<file path="config.mk">
export PLATFORM = sky130hd
export DESIGN_NAME = softmax_sched
export DESIGN_NICKNAME = d
export VERILOG_FILES = /design/src/rtl/softmax_pkg.sv /design/src/rtl/softmax_sched.sv
export SDC_FILE = /design/constraint.sdc
export NUM_CORES = 1
export LEC_CHECK = 0
export CAP_MARGIN = 20
export CORE_AREA = 3 3 102 104
export DETAILED_ROUTE_END_ITERATION = 10
export DIE_AREA = 0 0 105 107
export PLACE_DENSITY = 0.86
export SYNTH_ARGS = -nofsm -noshare
export SYNTH_HDL_FRONTEND = slang
export SYNTH_SLANG_ARGS = --single-unit
export TNS_END_PERCENT = 100
</file>
<file path="constraint.sdc">
create_clock -name clk -period 2.9 [get_ports clk]
set_clock_uncertainty 0.2 [all_clocks]
set_input_delay 0.58 -clock clk [delete_from_list [all_inputs] [get_ports clk]]
set_output_delay 0.58 -clock clk [all_outputs]
set_load 0.005 [all_outputs]
</file>
<file path="src/rtl/softmax_pkg.sv">
// softmax_pkg: state encoding and default sizes shared by the softmax layer blocks.
package softmax_pkg;
    localparam int DEFAULT_DW = 32;
    localparam int DEFAULT_DATA_SIZE = 128;
    typedef enum logic [2:0] {IDLE, NES_REQ, NES_RUN, DIV_REQ, DIV_RUN, DONE} softmax_state_t;
endpackage

</file>
<file path="src/rtl/softmax_sched.sv">
// softmax_sched: per-vector sequencer running norm_exp_sum, then divide, for each vector of a job.
// SOFTMAX_SCHED_TIMEOUT_EN adds a watchdog on both RUN states that flags job_err and ends the job.
module softmax_sched
    import softmax_pkg::*;
#(
    parameter int AW = 12,
    parameter int DW = DEFAULT_DW,
    parameter int DATA_SIZE = DEFAULT_DATA_SIZE,
    parameter int BW = 5,
    parameter int TIMEOUT = 4096
) (
    input  logic          clk,
    input  logic          rst,
    input  logic          job_start,
    input  logic [BW-1:0] job_num,
    input  logic [DW-1:0] job_scale,
    output logic          job_ready,
    output logic          job_done,
    output logic          job_err,
    input  logic          nes_ready,
    output logic          nes_start,
    output logic [DW-1:0] nes_scale,
    output logic [AW-1:0] nes_base,
    input  logic [DW-1:0] nes_sum,
    input  logic          nes_done,
    output logic          nes_downstream_ready,
    input  logic          div_ready,
    output logic          div_start,
    output logic [DW-1:0] div_sum,
    input  logic          div_done,
    output logic [BW-1:0] vec_idx
);
    softmax_state_t state;
    logic [BW-1:0] num_q;
    logic wd_hit;

`ifdef SOFTMAX_SCHED_TIMEOUT_EN
    localparam int CW = $clog2(TIMEOUT + 1);
    logic [CW-1:0] wd_cnt;
    logic wd_run;
    assign wd_run = (state == NES_RUN) || (state == DIV_RUN);
    assign wd_hit = wd_run && (wd_cnt == CW'(TIMEOUT - 1));
    // Counter sits at zero outside the RUN states, so every RUN entry starts a fresh window.
    always_ff @(posedge clk or posedge rst) begin
        if (rst) begin
            wd_cnt <= '0;
            job_err <= 1'b0;
        end else begin
            wd_cnt <= wd_run ? wd_cnt + 1'b1 : '0;
            if (state == IDLE && job_start)
                job_err <= 1'b0;
            else if (wd_hit)
                job_err <= 1'b1;
        end
    end
`else
    assign wd_hit = 1'b0;
    assign job_err = 1'b0;
`endif

    always_ff @(posedge clk or posedge rst) begin
        if (rst) begin
            state <= IDLE;
            num_q <= '0;
            job_ready <= 1'b1;
            job_done <= 1'b0;
            nes_start <= 1'b0;
            div_start <= 1'b0;
            nes_downstream_ready <= 1'b0;
            nes_scale <= '0;
            nes_base <= '0;
            div_sum <= '0;
            vec_idx <= '0;
        end else begin
            job_done <= 1'b0;
            nes_start <= 1'b0;
            div_start <= 1'b0;
            case (state)
                IDLE: if (job_start) begin
                    num_q <= job_num;
                    nes_scale <= job_scale;
                    vec_idx <= '0;
                    nes_base <= '0;
                    job_ready <= 1'b0;
                    state <= (job_num == '0) ? DONE : NES_REQ;
                end
                NES_REQ: if (nes_ready) begin
                    nes_start <= 1'b1;
                    nes_downstream_ready <= 1'b1;
                    state <= NES_RUN;
                end
                // nes_start still high marks the first RUN cycle, where a done is a protocol error.
                NES_RUN: if (wd_hit) begin
                    nes_downstream_ready <= 1'b0;
                    state <= DONE;
                end else if (nes_done && !nes_start) begin
                    div_sum <= nes_sum;
                    nes_downstream_ready <= 1'b0;
                    state <= DIV_REQ;
                end
                DIV_REQ: if (div_ready) begin
                    div_start <= 1'b1;
                    state <= DIV_RUN;
                end
                DIV_RUN: if (wd_hit) begin
                    state <= DONE;
                end else if (div_done) begin
                    if (vec_idx == num_q - BW'(1)) begin
                        state <= DONE;
                    end else begin
                        vec_idx <= vec_idx + 1'b1;
                        nes_base <= nes_base + AW'(DATA_SIZE);
                        state <= NES_REQ;
                    end
                end
                DONE: begin
                    job_done <= 1'b1;
                    job_ready <= 1'b1;
                    state <= IDLE;
                end
                default: state <= IDLE;
            endcase
        end
    end
endmodule

</file>
==> qor.tcl <==
set qor(first_iter_violations) 73
set qor(ios) 163
set qor(place.detailed.instances) 614
set qor(post_synthesis_share_of_cell_area_spent_on_xor_and_xnor_gates) 0.01930
set qor(timing.final.max_slew_violations) 0
set qor(finalNetCount) 571
set qor(finish.cell_count_without_fillers) 630
set qor(crit_path_max_incr_delay_ns) 0.63
set qor(ir_worst_vdd_mv) 0.4496
set qor(synth-async-reset-ratio) 1.000
set qor(worst_hold_path_type) {flop to flop}
set qor(tritoncts_clock_tree) {built}
set qor(drt.antenna.violating_nets) 0
set qor(main_combinational_cell_family_by_area_after_synthesis) {simple AND/OR/NAND/NOR gates}
set qor(critPathMaxFanout) 7
set qor(grt.overflow.total) 0
set qor(synth_edf_count) 0
set qor(max_freq_mhz) 432.5
set qor(worstSetupEndpointType) {flop}
set qor(global_route_wire_length_before_repair_um) 15010
set qor(tightest_slew_ns) 0.5094
set qor(area_growth_pct) 52.10
set qor(cts_post_setup_buffers_inserted) 0
set qor(p_per_area_mw_per_mm2) 931.8
set qor(post_synth_main_area_contributors) {sky130_fd_sc_hd__dfrtp_1 59%, sky130_fd_sc_hd__nand2_1 12%, sky130_fd_sc_hd__mux2_2 9.9%}
set qor(vias) 2922
set qor(final.min_clock_period_ns) 2.312
set qor(grt_pass1_vias) 3035
set qor(worst-setup-path-type) {flop to flop}
set qor(report.final.hold_viol_count) 0
set qor(worstPathRequired_ns) 2.98
set qor(synth-simple-area-share) 0.1806
set qor(largest_net_degree_at_the_start_of_global_routing) 75
set qor(start_util) 0.3767
set qor(wire_per_inst_um) 14.76
set qor(path_clk_slew_ns) 0.08
set qor(final_layout_size_suffix_gt1_frac) 0.1268
set qor(postLayoutCoreUtil) 0.5729
set qor(placement_rows) 36
set qor(ys_warn_count) 0
set qor(drt-pass1-iter-count) 4
set qor(synth_top_cell_area_share) 0.5927
set qor(htree_num_levels) 3
set qor(path_cells) {inv_1, ha_1, xor2_1, nand3_1, o41a_2, nand4_1, mux2i_1}
set qor(grt_usage) 0.1676
set qor(critPathArrivalTime_ns) 2.39
set qor(timing.final.crit_share) 0.7973
set qor(gpl.final_weighted_congestion) 0.7947
set qor(port_buffers) 154
set qor(setup-violations-final) 0
set qor(most_frequently_used_cell_type_in_the_post_synthesis_netlist) {sky130_fd_sc_hd__nand2_1}
set qor(synth.distinct_cells) 38
set qor(slew_headroom) 0.6592
set qor(final.setup.tns_ns) 0
set qor(rrSetupSlack_ns) 0.59
set qor(grt_antenna_before_repair) 1
set qor(fin_total_pwr_w) 0.005146
set qor(netlist_area_mm2) 0.003631
set qor(cts-buffers-inserted) 9
set qor(chipWidth_um) 105
set qor(hold_buffers) 0
set qor(synth_sequential_area_ratio) 0.5999
set qor(antenna_cell_count) 0
set qor(synth_area_leader_cell) {sky130_fd_sc_hd__dfrtp_1}
set qor(area_fraction_in_compound_gates_after_synthesis) 0.04514
set qor(die-height_um) 107
set qor(wirelength_um) 9299
set qor(floorplan.core_area_mm2) 0.009639
set qor(crit_path_start_kind) {flop}
set qor(synthMuxAreaShare) 0.1075
set qor(grt_setup_unrepaired) {no}
set qor(crit_path_top_delay_cell) {sky130_fd_sc_hd__o41a_2}
set qor(fp.dieArea_mm2) 0.01124
set qor(clk_root_buffer_cell) {sky130_fd_sc_hd__clkbuf_8}
set qor(dp_hpwl_um) 6931
set qor(numClockSinks) 87
set qor(ys.flop_type) {sky130_fd_sc_hd__dfrtp_1}
set qor(clk-insertion-delay-late_ns) 0.35
set qor(synthesis.instances) 334
set qor(post_synth_most_frequent_cells) {120 x sky130_fd_sc_hd__nand2_1, 86 x sky130_fd_sc_hd__dfrtp_1, 32 x sky130_fd_sc_hd__mux2_2}
set qor(ctsLongestPathBuffers) 2
set qor(post_cts.resized_instances) 0
set qor(outcome) {finished, final reports clean}
set qor(drc_violations_left) 0
set qor(drt-vias-per-instance) 4.638
set qor(maxCapViolations) 0
set qor(fillerInstances) 819
set qor(power.leakage_nw) 2.478
set qor(postSynthRegisterBits) 87
set qor(synthesis.area_per_instance_um2) 10.87
set qor(post_synth_fa_ha_maj_area_fraction) 0.01034
==> logic make-up after synthesis <==
logic type,after synthesis
other,1
AOI/OAI and AO/OA,23
xor gates and xnor gates,8
DFF,87
muxes,35
and+or+nand+nor,152
adders and majority gates,3
buffers and inverters,25
==> power by group <==
part	switching, W	internal, W	leakage (nW)
Clock	0.000406	0.000425	0.0919
Combinational	0.000874	0.00136	1.30
Sequential	0.000345	0.00174	1.08
==> worst max-delay path, delay by kind of cell (launching register included) <==
kind            cells  cell delay (ns)
compound gates      1             0.63
xor+xnor            1             0.13
fa+ha+maj           1             0.31
buf+inv             1             0.07
flops               1             0.38
mux                 1             0.19
simple gates        2             0.33
==> path summary, 6_finish.rpt <==
path	start	to	cells after the start
setup / recovery	num_q[0]$_DFFE_PP0P_	nes_base[11]$_DFFE_PP0P_	7
hold / removal	nes_scale[1]$_DFFE_PP0P_	nes_scale[1]$_DFFE_PP0P_	2
setup reg to reg	num_q[0]$_DFFE_PP0P_	nes_base[11]$_DFFE_PP0P_	7
hold reg to reg	nes_scale[1]$_DFFE_PP0P_	nes_scale[1]$_DFFE_PP0P_	2
max in group asynchronous	rst	job_ready$_DFFE_PP1P_	3
min in group asynchronous	rst	div_sum[15]$_DFFE_PP0P_	2
==> per-stage QoR <==
stage | area (um^2) | setup WS (ns) | hold WS (ns)
after global routing | 5523 | 0.3878 | 0.2939
after global placement | 5336 | 0.4997 | 0.2571
final | 5523 | 0.5877 | 0.2743
after floorplan | 3661 | 0.7907 | 0.2665
after detailed placement | 5336 | 0.4180 | 0.2609
after CTS | 5523 | 0.5668 | 0.2803
==> metal layers <==
metal  vias to the layer above  track usage  part of all wire
met5                         -            0            0.0014
met4                         2      0.06654             0.016
met2                        93       0.2874              0.52
li1                       1393            -                 -
met3                        15      0.05539             0.072
met1                      1419       0.1942              0.39
==> state kept, by name (all words and copies together) (netlist names) <==
name and cells:
div_start 1, div_sum 32, job_done 1, job_ready 1
nes_base 5, nes_downstream_ready 1, nes_scale 32, nes_start 1
num_q 5, state 3, vec_idx 5
==> final cells by class <==
cell class / instances / area (um^2) / area share
multi-input combinational: 229 / 1363 / 0.2467
clock inverter: 1 / 30.03 / 0.005437
sequential: 87 / 2178 / 0.3944
inverter: 3 / 15.01 / 0.002719
clock buffer: 15 / 156.4 / 0.02832
tap: 133 / 166.4 / 0.03013
timing repair buffer: 162 / 1614 / 0.2923
==> cell usage in the layout (no fill, tap or decap), types with 3 or more instances in the layout <==
cell type                         synthesis  final
sky130_fd_sc_hd__a21oi_1                  6      6
sky130_fd_sc_hd__buf_4                    8      7
sky130_fd_sc_hd__clkbuf_1                 8      5
sky130_fd_sc_hd__clkbuf_8                 0     10
sky130_fd_sc_hd__clkdlybuf4s50_1          0    154
sky130_fd_sc_hd__conb_1                   1      8
sky130_fd_sc_hd__dfrtp_1                 86     86
sky130_fd_sc_hd__ha_1                     3      3
sky130_fd_sc_hd__mux2_2                  32     32
sky130_fd_sc_hd__mux2i_1                  3      3
sky130_fd_sc_hd__nand2_1                120    120
sky130_fd_sc_hd__nand3_1                  5      5
sky130_fd_sc_hd__nor2_1                   8      8
sky130_fd_sc_hd__o21ai_0                  9      9
sky130_fd_sc_hd__xnor2_1                  6      6
Power figures use the tool's default switching activity.
